File: config.mk
export PLATFORM = sky130hd
export DESIGN_NAME = mmr_slave_m_flat
export DESIGN_NICKNAME = d
export VERILOG_FILES = /design/src/rtl/mmr_pkg.sv /design/src/rtl/mmr_if.sv /design/src/rtl/mmr_addr_gen_m.sv /design/src/rtl/mmr_slave_m.sv /design/src/flat_wrapper.sv
export SDC_FILE = /design/constraint.sdc
export NUM_CORES = 1
export LEC_CHECK = 0
export ABC_AREA = 1
export ABC_CLOCK_PERIOD_IN_PS = 7000
export CORE_AREA = 2 2 308 310
export CTS_CLUSTER_DIAMETER = 30
export DETAILED_ROUTE_END_ITERATION = 12
export DIE_AREA = 0 0 310 312
export HOLD_SLACK_MARGIN = 0.15
export PLACE_DENSITY = 0.58
export SLEW_MARGIN = 10
export SYNTH_ARGS = -nofsm -noshare
export SYNTH_HDL_FRONTEND = slang
export SYNTH_SLANG_ARGS = --single-unit
File: constraint.sdc
create_clock -name FCLK0 -period 7 [get_ports FCLK0]
set_clock_uncertainty 0.2 [all_clocks]
set_input_delay 1.4 -clock FCLK0 [delete_from_list [all_inputs] [get_ports FCLK0]]
set_output_delay 1.4 -clock FCLK0 [all_outputs]
set_load 0.01 [all_outputs]
File: src/rtl/mmr_pkg.sv
// Shared constants and state types for the MMR register-file slave.
package mmr_pkg;
  localparam int DATA_W = 32;
  localparam int ID_W   = 12;
  localparam int WIN_W  = 12;  // 4 KB decode window, byte address bits

  localparam logic [1:0] RESP_OKAY   = 2'b00;
  localparam logic [1:0] RESP_SLVERR = 2'b10;

  localparam logic [1:0] BURST_FIXED = 2'b00;
  localparam logic [1:0] BURST_INCR  = 2'b01;
  localparam logic [1:0] BURST_WRAP  = 2'b10;

  typedef enum logic [1:0] {W_IDLE, W_DATA, W_RESP} wr_state_t;
  typedef enum logic       {R_IDLE, R_DATA} rd_state_t;
endpackage

File: src/rtl/mmr_if.sv
// AXI3 GP-port bundle between the PS7 master and the PL register slave.
interface mmr_if #(parameter int ID_W = mmr_pkg::ID_W);
  import mmr_pkg::*;

  logic [31:0]         awaddr;
  logic [3:0]          awlen;
  logic [2:0]          awsize;
  logic [1:0]          awburst;
  logic [ID_W-1:0]     awid;
  logic                awvalid;
  logic                awready;
  logic [1:0]          awlock;
  logic [3:0]          awcache;
  logic [2:0]          awprot;
  logic [3:0]          awqos;

  logic [DATA_W-1:0]   wdata;
  logic [DATA_W/8-1:0] wstrb;
  logic                wlast;
  logic [ID_W-1:0]     wid;
  logic                wvalid;
  logic                wready;

  logic [ID_W-1:0]     bid;
  logic [1:0]          bresp;
  logic                bvalid;
  logic                bready;

  logic [31:0]         araddr;
  logic [3:0]          arlen;
  logic [2:0]          arsize;
  logic [1:0]          arburst;
  logic [ID_W-1:0]     arid;
  logic                arvalid;
  logic                arready;
  logic [1:0]          arlock;
  logic [3:0]          arcache;
  logic [2:0]          arprot;
  logic [3:0]          arqos;

  logic [DATA_W-1:0]   rdata;
  logic [ID_W-1:0]     rid;
  logic [1:0]          rresp;
  logic                rlast;
  logic                rvalid;
  logic                rready;

  modport master (
    output awaddr, awlen, awsize, awburst, awid, awvalid, awlock, awcache, awprot, awqos,
    input  awready,
    output wdata, wstrb, wlast, wid, wvalid,
    input  wready,
    input  bid, bresp, bvalid,
    output bready,
    output araddr, arlen, arsize, arburst, arid, arvalid, arlock, arcache, arprot, arqos,
    input  arready,
    input  rdata, rid, rresp, rlast, rvalid,
    output rready
  );

  modport slave (
    input  awaddr, awlen, awsize, awburst, awid, awvalid, awlock, awcache, awprot, awqos,
    output awready,
    input  wdata, wstrb, wlast, wid, wvalid,
    output wready,
    output bid, bresp, bvalid,
    input  bready,
    input  araddr, arlen, arsize, arburst, arid, arvalid, arlock, arcache, arprot, arqos,
    output arready,
    output rdata, rid, rresp, rlast, rvalid,
    input  rready
  );
endinterface

File: src/rtl/mmr_addr_gen_m.sv
// Beat address advance and register-index range check for one AXI channel.
module mmr_addr_gen_m
  import mmr_pkg::*;
#(
  parameter int REG_COUNT = 16
) (
  input  logic [WIN_W-1:0] addr,
  input  logic [1:0]       burst,
  output logic [WIN_W-1:0] next_addr,
  output logic [WIN_W-3:0] idx,
  output logic             oor
);
  localparam int CW = WIN_W - 1;  // one extra bit so REG_COUNT=1024 fits
  localparam logic [CW-1:0] RC = CW'(REG_COUNT);

  // WRAP advances like INCR; only FIXED holds the address
  assign next_addr = (burst == BURST_FIXED) ? addr : addr + WIN_W'(4);
  assign idx       = addr[WIN_W-1:2];
  assign oor       = {1'b0, idx} >= RC;
endmodule

File: src/rtl/mmr_slave_m.sv
// AXI3 slave register file: independent read/write FSMs over REG_COUNT 32-bit registers.
module mmr_slave_m #(
  parameter int ID_W      = mmr_pkg::ID_W,
  parameter int REG_COUNT = 16
) (
  input  logic                                FCLK0,
  input  logic                                FCLK0_RST_N,
  mmr_if.slave                                MMR,
  output logic [REG_COUNT*mmr_pkg::DATA_W-1:0] regs_o,
  output logic [REG_COUNT-1:0]                wr_pulse_o
);
  import mmr_pkg::*;

  localparam int SW  = DATA_W / 8;
  localparam int IXW = WIN_W - 2;

  wr_state_t w_st, w_nxt;
  rd_state_t r_st, r_nxt;

  logic awready_q, wready_q, bvalid_q, awready_d, wready_d, bvalid_d;
  logic arready_q, rvalid_q, arready_d, rvalid_d;

  logic [WIN_W-1:0] waddr_q, w_next;
  logic [1:0]       wburst_q;
  logic [ID_W-1:0]  bid_q;
  logic [1:0]       bresp_q;
  logic             werr_q;
  logic [IXW-1:0]   w_idx;
  logic             w_oor;

  logic [WIN_W-1:0]  raddr_q, r_next, r_gen_addr;
  logic [1:0]        rburst_q, r_gen_burst;
  logic [3:0]        rlen_q, rcnt_q;
  logic [ID_W-1:0]   rid_q;
  logic [DATA_W-1:0] rdata_q, rd_word;
  logic [1:0]        rresp_q;
  logic              rlast_q;
  logic [IXW-1:0]    r_idx;
  logic              r_oor;

  logic [REG_COUNT-1:0][DATA_W-1:0] regs_q;
  logic [REG_COUNT-1:0]             pulse_q;

  logic aw_hs, w_hs, b_hs, ar_hs, r_hs, w_we;
  assign aw_hs = MMR.awvalid & awready_q;
  assign w_hs  = MMR.wvalid  & wready_q;
  assign b_hs  = bvalid_q    & MMR.bready;
  assign ar_hs = MMR.arvalid & arready_q;
  assign r_hs  = rvalid_q    & MMR.rready;
  assign w_we  = w_hs & ~w_oor;

  // size, len on writes, wid and sideband qualifiers carry no meaning here
  logic unused_in;
  assign unused_in = ^{MMR.awaddr[31:WIN_W], MMR.araddr[31:WIN_W], MMR.awlen, MMR.awsize,
                       MMR.arsize, MMR.wid, MMR.awlock, MMR.awcache, MMR.awprot, MMR.awqos,
                       MMR.arlock, MMR.arcache, MMR.arprot, MMR.arqos};

  mmr_addr_gen_m #(.REG_COUNT(REG_COUNT)) u_wgen (
    .addr(waddr_q), .burst(wburst_q), .next_addr(w_next), .idx(w_idx), .oor(w_oor)
  );

  // in idle the read decode looks at the incoming AR so beat 0 loads on the handshake
  assign r_gen_addr  = (r_st == R_IDLE) ? MMR.araddr[WIN_W-1:0] : raddr_q;
  assign r_gen_burst = (r_st == R_IDLE) ? MMR.arburst : rburst_q;

  mmr_addr_gen_m #(.REG_COUNT(REG_COUNT)) u_rgen (
    .addr(r_gen_addr), .burst(r_gen_burst), .next_addr(r_next), .idx(r_idx), .oor(r_oor)
  );

  // ---------------- write FSM ----------------
  // write state and registered channel handshakes (all low while in reset)
  always_ff @(posedge FCLK0 or negedge FCLK0_RST_N) begin
    if (!FCLK0_RST_N) begin
      w_st      <= W_IDLE;
      awready_q <= 1'b0;
      wready_q  <= 1'b0;
      bvalid_q  <= 1'b0;
    end else begin
      w_st      <= w_nxt;
      awready_q <= awready_d;
      wready_q  <= wready_d;
      bvalid_q  <= bvalid_d;
    end
  end

  // write next-state
  always_comb begin
    w_nxt = w_st;
    case (w_st)
      W_IDLE:  if (aw_hs) w_nxt = W_DATA;
      W_DATA:  if (w_hs && MMR.wlast) w_nxt = W_RESP;
      W_RESP:  if (b_hs) w_nxt = W_IDLE;
      default: w_nxt = W_IDLE;
    endcase
  end

  // write handshake outputs follow the state being entered
  always_comb begin
    awready_d = (w_nxt == W_IDLE);
    wready_d  = (w_nxt == W_DATA);
    bvalid_d  = (w_nxt == W_RESP);
  end

  // write address tracking, sticky error and B response capture
  always_ff @(posedge FCLK0 or negedge FCLK0_RST_N) begin
    if (!FCLK0_RST_N) begin
      waddr_q  <= '0;
      wburst_q <= BURST_FIXED;
      bid_q    <= '0;
      bresp_q  <= RESP_OKAY;
      werr_q   <= 1'b0;
    end else if (aw_hs) begin
      waddr_q  <= MMR.awaddr[WIN_W-1:0];
      wburst_q <= MMR.awburst;
      bid_q    <= MMR.awid;
      werr_q   <= 1'b0;
    end else if (w_hs) begin
      waddr_q <= w_next;
      if (w_oor) werr_q <= 1'b1;
      if (MMR.wlast) bresp_q <= (werr_q || w_oor) ? RESP_SLVERR : RESP_OKAY;
    end else if (b_hs) begin
      werr_q <= 1'b0;
    end
  end

  // register bank: byte-lane merge on in-range beats, pulse one cycle later
  always_ff @(posedge FCLK0 or negedge FCLK0_RST_N) begin
    if (!FCLK0_RST_N) begin
      regs_q  <= '0;
      pulse_q <= '0;
    end else begin
      for (int i = 0; i < REG_COUNT; i++) begin
        pulse_q[i] <= w_we && (w_idx == IXW'(i));
        if (w_we && (w_idx == IXW'(i))) begin
          for (int b = 0; b < SW; b++)
            if (MMR.wstrb[b]) regs_q[i][b*8 +: 8] <= MMR.wdata[b*8 +: 8];
        end
      end
    end
  end

  // ---------------- read FSM ----------------
  // read state and registered handshakes
  always_ff @(posedge FCLK0 or negedge FCLK0_RST_N) begin
    if (!FCLK0_RST_N) begin
      r_st      <= R_IDLE;
      arready_q <= 1'b0;
      rvalid_q  <= 1'b0;
    end else begin
      r_st      <= r_nxt;
      arready_q <= arready_d;
      rvalid_q  <= rvalid_d;
    end
  end

  // read next-state
  always_comb begin
    r_nxt = r_st;
    case (r_st)
      R_IDLE:  if (ar_hs) r_nxt = R_DATA;
      R_DATA:  if (r_hs && rlast_q) r_nxt = R_IDLE;
      default: r_nxt = R_IDLE;
    endcase
  end

  // read handshake outputs follow the state being entered
  always_comb begin
    arready_d = (r_nxt == R_IDLE);
    rvalid_d  = (r_nxt == R_DATA);
  end

  // register select for the beat being loaded
  always_comb begin
    rd_word = '0;
    for (int i = 0; i < REG_COUNT; i++)
      if (r_idx == IXW'(i)) rd_word = regs_q[i];
  end

  // read beat pipeline: raddr_q points at the next beat to load; R outputs hold while stalled
  always_ff @(posedge FCLK0 or negedge FCLK0_RST_N) begin
    if (!FCLK0_RST_N) begin
      raddr_q  <= '0;
      rburst_q <= BURST_FIXED;
      rlen_q   <= '0;
      rcnt_q   <= '0;
      rid_q    <= '0;
      rdata_q  <= '0;
      rresp_q  <= RESP_OKAY;
      rlast_q  <= 1'b0;
    end else if (ar_hs) begin
      raddr_q  <= r_next;
      rburst_q <= MMR.arburst;
      rlen_q   <= MMR.arlen;
      rcnt_q   <= '0;
      rid_q    <= MMR.arid;
      rdata_q  <= r_oor ? '0 : rd_word;
      rresp_q  <= r_oor ? RESP_SLVERR : RESP_OKAY;
      rlast_q  <= (MMR.arlen == 4'd0);
    end else if (r_hs && !rlast_q) begin
      raddr_q <= r_next;
      rcnt_q  <= rcnt_q + 4'd1;
      rdata_q <= r_oor ? '0 : rd_word;
      rresp_q <= r_oor ? RESP_SLVERR : RESP_OKAY;
      rlast_q <= ((rcnt_q + 4'd1) == rlen_q);
    end
  end

  assign MMR.awready = awready_q;
  assign MMR.wready  = wready_q;
  assign MMR.bvalid  = bvalid_q;
  assign MMR.bid     = bid_q;
  assign MMR.bresp   = bresp_q;
  assign MMR.arready = arready_q;
  assign MMR.rvalid  = rvalid_q;
  assign MMR.rdata   = rdata_q;
  assign MMR.rid     = rid_q;
  assign MMR.rresp   = rresp_q;
  assign MMR.rlast   = rlast_q;

  assign regs_o     = regs_q;
  assign wr_pulse_o = pulse_q;
endmodule

File: src/flat_wrapper.sv
// flat-port wrapper written by rule: the top's interface ports become plain ports
module mmr_slave_m_flat import mmr_pkg::*;
#(
  parameter int ID_W      = mmr_pkg::ID_W,
  parameter int REG_COUNT = 16
)
  (FCLK0, FCLK0_RST_N, regs_o, wr_pulse_o, MMR_awaddr, MMR_awlen, MMR_awsize, MMR_awburst, MMR_awid, MMR_awvalid, MMR_awlock, MMR_awcache, MMR_awprot, MMR_awqos, MMR_awready, MMR_wdata, MMR_wstrb, MMR_wlast, MMR_wid, MMR_wvalid, MMR_wready, MMR_bid, MMR_bresp, MMR_bvalid, MMR_bready, MMR_araddr, MMR_arlen, MMR_arsize, MMR_arburst, MMR_arid, MMR_arvalid, MMR_arlock, MMR_arcache, MMR_arprot, MMR_arqos, MMR_arready, MMR_rdata, MMR_rid, MMR_rresp, MMR_rlast, MMR_rvalid, MMR_rready);
  mmr_if #(.ID_W(ID_W)) MMR_i ();
  input  logic FCLK0;
  input  logic FCLK0_RST_N;
  output logic [REG_COUNT*mmr_pkg::DATA_W-1:0] regs_o;
  output logic [REG_COUNT-1:0] wr_pulse_o;
  input wire logic [$bits(MMR_i.awaddr)-1:0] MMR_awaddr;
  input wire logic [$bits(MMR_i.awlen)-1:0] MMR_awlen;
  input wire logic [$bits(MMR_i.awsize)-1:0] MMR_awsize;
  input wire logic [$bits(MMR_i.awburst)-1:0] MMR_awburst;
  input wire logic [$bits(MMR_i.awid)-1:0] MMR_awid;
  input wire logic [$bits(MMR_i.awvalid)-1:0] MMR_awvalid;
  input wire logic [$bits(MMR_i.awlock)-1:0] MMR_awlock;
  input wire logic [$bits(MMR_i.awcache)-1:0] MMR_awcache;
  input wire logic [$bits(MMR_i.awprot)-1:0] MMR_awprot;
  input wire logic [$bits(MMR_i.awqos)-1:0] MMR_awqos;
  output wire logic [$bits(MMR_i.awready)-1:0] MMR_awready;
  input wire logic [$bits(MMR_i.wdata)-1:0] MMR_wdata;
  input wire logic [$bits(MMR_i.wstrb)-1:0] MMR_wstrb;
  input wire logic [$bits(MMR_i.wlast)-1:0] MMR_wlast;
  input wire logic [$bits(MMR_i.wid)-1:0] MMR_wid;
  input wire logic [$bits(MMR_i.wvalid)-1:0] MMR_wvalid;
  output wire logic [$bits(MMR_i.wready)-1:0] MMR_wready;
  output wire logic [$bits(MMR_i.bid)-1:0] MMR_bid;
  output wire logic [$bits(MMR_i.bresp)-1:0] MMR_bresp;
  output wire logic [$bits(MMR_i.bvalid)-1:0] MMR_bvalid;
  input wire logic [$bits(MMR_i.bready)-1:0] MMR_bready;
  input wire logic [$bits(MMR_i.araddr)-1:0] MMR_araddr;
  input wire logic [$bits(MMR_i.arlen)-1:0] MMR_arlen;
  input wire logic [$bits(MMR_i.arsize)-1:0] MMR_arsize;
  input wire logic [$bits(MMR_i.arburst)-1:0] MMR_arburst;
  input wire logic [$bits(MMR_i.arid)-1:0] MMR_arid;
  input wire logic [$bits(MMR_i.arvalid)-1:0] MMR_arvalid;
  input wire logic [$bits(MMR_i.arlock)-1:0] MMR_arlock;
  input wire logic [$bits(MMR_i.arcache)-1:0] MMR_arcache;
  input wire logic [$bits(MMR_i.arprot)-1:0] MMR_arprot;
  input wire logic [$bits(MMR_i.arqos)-1:0] MMR_arqos;
  output wire logic [$bits(MMR_i.arready)-1:0] MMR_arready;
  output wire logic [$bits(MMR_i.rdata)-1:0] MMR_rdata;
  output wire logic [$bits(MMR_i.rid)-1:0] MMR_rid;
  output wire logic [$bits(MMR_i.rresp)-1:0] MMR_rresp;
  output wire logic [$bits(MMR_i.rlast)-1:0] MMR_rlast;
  output wire logic [$bits(MMR_i.rvalid)-1:0] MMR_rvalid;
  input wire logic [$bits(MMR_i.rready)-1:0] MMR_rready;
  assign MMR_i.awaddr = MMR_awaddr;
  assign MMR_i.awlen = MMR_awlen;
  assign MMR_i.awsize = MMR_awsize;
  assign MMR_i.awburst = MMR_awburst;
  assign MMR_i.awid = MMR_awid;
  assign MMR_i.awvalid = MMR_awvalid;
  assign MMR_i.awlock = MMR_awlock;
  assign MMR_i.awcache = MMR_awcache;
  assign MMR_i.awprot = MMR_awprot;
  assign MMR_i.awqos = MMR_awqos;
  assign MMR_awready = MMR_i.awready;
  assign MMR_i.wdata = MMR_wdata;
  assign MMR_i.wstrb = MMR_wstrb;
  assign MMR_i.wlast = MMR_wlast;
  assign MMR_i.wid = MMR_wid;
  assign MMR_i.wvalid = MMR_wvalid;
  assign MMR_wready = MMR_i.wready;
  assign MMR_bid = MMR_i.bid;
  assign MMR_bresp = MMR_i.bresp;
  assign MMR_bvalid = MMR_i.bvalid;
  assign MMR_i.bready = MMR_bready;
  assign MMR_i.araddr = MMR_araddr;
  assign MMR_i.arlen = MMR_arlen;
  assign MMR_i.arsize = MMR_arsize;
  assign MMR_i.arburst = MMR_arburst;
  assign MMR_i.arid = MMR_arid;
  assign MMR_i.arvalid = MMR_arvalid;
  assign MMR_i.arlock = MMR_arlock;
  assign MMR_i.arcache = MMR_arcache;
  assign MMR_i.arprot = MMR_arprot;
  assign MMR_i.arqos = MMR_arqos;
  assign MMR_arready = MMR_i.arready;
  assign MMR_rdata = MMR_i.rdata;
  assign MMR_rid = MMR_i.rid;
  assign MMR_rresp = MMR_i.rresp;
  assign MMR_rlast = MMR_i.rlast;
  assign MMR_rvalid = MMR_i.rvalid;
  assign MMR_i.rready = MMR_rready;
  mmr_slave_m #(.ID_W(ID_W), .REG_COUNT(REG_COUNT)) u_core (.FCLK0(FCLK0), .FCLK0_RST_N(FCLK0_RST_N), .MMR(MMR_i), .regs_o(regs_o), .wr_pulse_o(wr_pulse_o));
endmodule
==> reports/results.tsv <==
metric	value	unit
p_clk_share	55.1	%
cts_buffers	167	
required	7420	ps
clockBufferDepth	3	
synth_cell_types	45	
grt_pass1_vias	27100	
switching_share	29.1	%
syn_inst	3624	
vias_per_cell	5.05	
grt_first_pass_wirelength	199000	um
outcome	finished, final reports clean	
period_share	78.6	%
die_w	310	um
fmaxAchievable	182	MHz
overflow	0	
finish.utilization	45.9	%
totalNegativeSetupSlack	0	ps
nets	4520	
die_y	312	um
worst_hold_slack	273	ps
slew_violations	0	
detailroute.via_count	28900	
pin_count	782	
period_needed	5500	ps
r2r-end	u_core.MMR.rdata[0]$_DFFE_PN0P_	
crit_end	u_core.MMR.rdata[0]$_DFFE_PN0P_	
setup_viol	0	
rr_startpoint	u_core.r_st$_DFF_PN0_	
critical_path_arrival	5920	ps
fin_total_pwr	14400	uW
numClockSinks	627	
seqPwrFrac	28.9	%
drc_errors	0	
antenna_found_initial	11	
yosysWarnings	0	
core	93000	um2
reg2reg_depth	24	
worstSetupStartpointType	input pin	
internal_power	10200	uW
grt.total_usage	28.8	%
startpoint	MMR_araddr[2]	
tritoncts	yes	
die_area	96700	um2
hold_path_class	reg2reg	
tightest_slew	1230	ps
clk_pin_slew	40	ps
start_util	30.9	%
grt_start_max_net_pins	152	
cts_hold_buf	0	
power_per_cell_area	337	nW/um2
drive_gt1_share	9.00	%
port_buffers	687	
drtIter0Drc	2918	
syn_to_final_growth	48.4	%
ys_ff_latch	627	
cp_max_fo	31	
final_antenna_net_count	0	
peakVddDrop	0.201	mV
post-dp-hpwl	101000	um
netlist_area	28800	um2
dp_slack	913	ps
drv_cap	0	
p_comb_share	16.0	%
clk_latency	750	ps
clock-root-buffer	clkbuf_16	
setup_ws	1500	ps
routed_wl	142000	um
wire_per_inst	24.9	um
cts-resized-gates	0	
row_count	112	
critPathKind	in2reg	
end_kind	flop	
finalHoldViolCount	0	
yosysSeqAreaShare	54.5	%
fill_cells	9211	
p_sw	4190	uW
h-tree-depth	4	
drt_pass1_iterations	7	
synth.avg_cell_area	7.95	um2
post-cts-setup-buffers	0	
rsz0062_at_grt	no	
gp_congestion	0.903	
power.leakage	0.0197	uW
rrSetupSlack	1880	ps
relSlewSlack	17.6	%
==> synthesized netlist by cell type (all sizes together) <==
| master | count | share of area (%) |
|---|---|---|
| nand2 | 1368 | 18 |
| dfrtp | 627 | 54 |
| o21ai | 620 | 11 |
| nor2 | 217 | 3.1 |
| inv | 180 | 2.4 |
| nand3 | 161 | 2.9 |
| clkbuf | 156 | 2.0 |
| a21oi | 112 | 1.9 |
| buf | 57 | 1.2 |
| or2 | 41 | 0.89 |
| nand4 | 20 | 0.43 |
| o211ai | 14 | 0.42 |
| ha | 9 | 0.39 |
| xor2 | 9 | 0.27 |
| nor3 | 6 | 0.10 |
| o21bai | 6 | 0.16 |
| a31oi | 4 | 0.087 |
| nor4 | 3 | 0.065 |
| xnor2 | 3 | 0.091 |
| a211oi | 2 | 0.052 |
| o22ai | 2 | 0.043 |
| a2111oi | 1 | 0.030 |
| a21boi | 1 | 0.026 |
| a22oi | 1 | 0.026 |
| a32oi | 1 | 0.030 |
| clkinv | 1 | 0.013 |
| conb | 1 | 0.013 |
| or3 | 1 | 0.022 |
==> registers in the layout, summed over array words and instances, names as in the netlist, 2 cells and up <==
name and cells:
u_core.regs_o 512, u_core.MMR.rdata 32, u_core.wr_pulse_o 16, u_core.MMR.bid 12, u_core.MMR.rid 12, u_core.raddr_q 10
u_core.waddr_q 10, u_core.rcnt_q 4, u_core.rlen_q 4, u_core.rburst_q 2, u_core.w_st 2, u_core.wburst_q 2
==> worst min path at each step <==
stage / depth (start not counted) / start / slack [ps] / end
6_report: 2 / u_core.MMR.rid[7]$_DFFE_PN0P_ / 270 / u_core.MMR.rid[7]$_DFFE_PN0P_
5_1_grt: 2 / u_core.MMR.rdata[31]$_DFFE_PN0P_ / 290 / u_core.MMR.rdata[31]$_DFFE_PN0P_
4_1_cts: 2 / u_core.MMR.rid[9]$_DFFE_PN0P_ / 280 / u_core.MMR.rid[9]$_DFFE_PN0P_
3_5_place_dp: 2 / u_core.MMR.rid[9]$_DFFE_PN0P_ / 260 / u_core.MMR.rid[9]$_DFFE_PN0P_
3_3_place_gp: 2 / u_core.MMR.rid[0]$_DFFE_PN0P_ / 260 / u_core.MMR.rid[0]$_DFFE_PN0P_
2_1_floorplan: 2 / u_core.raddr_q[2]$_DFFE_PN0P_ / 250 / u_core.raddr_q[2]$_DFFE_PN0P_
==> logic make-up after synthesis <==
kind of cell	after synthesis	synth area share [%]
buf+inv	394	5.66
xor+xnor	12	0.365
compound gates	764	13.6
other cells	1	0.0130
fa+ha+maj	9	0.391
flops	627	54.5
simple gates	1817	25.5
==> worst max-delay path, cell delays in order <==
cell and delay, ps:
clkdlybuf4s50_1 400, o21ai_0 450, inv_1 160, ha_1 450, nand3_2 150, buf_4 360, inv_1 110, buf_4 210
nand2_1 80, a21oi_1 60, o21ai_1 410, nand3_1 210, nand2_1 100, nand3_1 80, nand2_1 230, nand2_1 100
nand2_1 100, nand3_1 70, nand3_1 90, nand3_1 290, nand2_1 140, nand2_1 80, nand2_1 90, nand2_1 60
==> routing by layer <==
metal / track usage [%] / share of wire (%)
met1: 37.8 / 40
met2: 43.5 / 44
met3: 9.64 / 11
met4: 12.2 / 4.3
met5: 0 / 0.011
==> cell type report <==
cell class	count	area [um2]	share of cell area, %
antenna	3	7.51	0.0176
inverter	181	684	1.60
clock buffer	216	4620	10.8
clock inverter	86	1270	2.96
multi-input combinational	2604	11500	27.0
timing repair buffer	742	7340	17.2
tap	1254	1570	3.67
sequential	627	15700	36.7
==> power groups by stage <==
stage / registers (uW) / clock network (uW) / logic, uW
final: 4160 / 7950 / 2300
after global routing: 4200 / 8230 / 2520
after CTS: 4160 / 8020 / 2300
after detailed placement: 4200 / 0 / 2290
after global placement: 4200 / 0 / 2270
after floorplan: 4260 / 0 / 1050
==> per-stage QoR <==
step                      instance area (um2)  cells
after floorplan                         28800   3625
after CTS                               42700   5710
after global routing                    42700   5710
after detailed placement                36800   5408
final                                   42700   5713
after global placement                  36800   5408
==> cell usage in the layout (no fill, tap or decap), drive strengths merged <==
cell              n
nand2          1368
clkdlybuf4s50   686
dfrtp           627
o21ai           620
nor2            217
clkbuf          216
inv             184
nand3           161
a21oi           112
buf              56
clkinv           55
or2              41
bufinv           23
nand4            20
o211ai           14
xor2              9
ha                9
o21bai            6
nor3              6
clkinvlp          5
a31oi             4
diode             3
xnor2             3
nor4              3
o22ai             2
a211oi            2
conb              2
a21boi            1
a22oi             1
a32oi             1
or3               1
a2111oi           1
(Power assumes the default switching activity.)
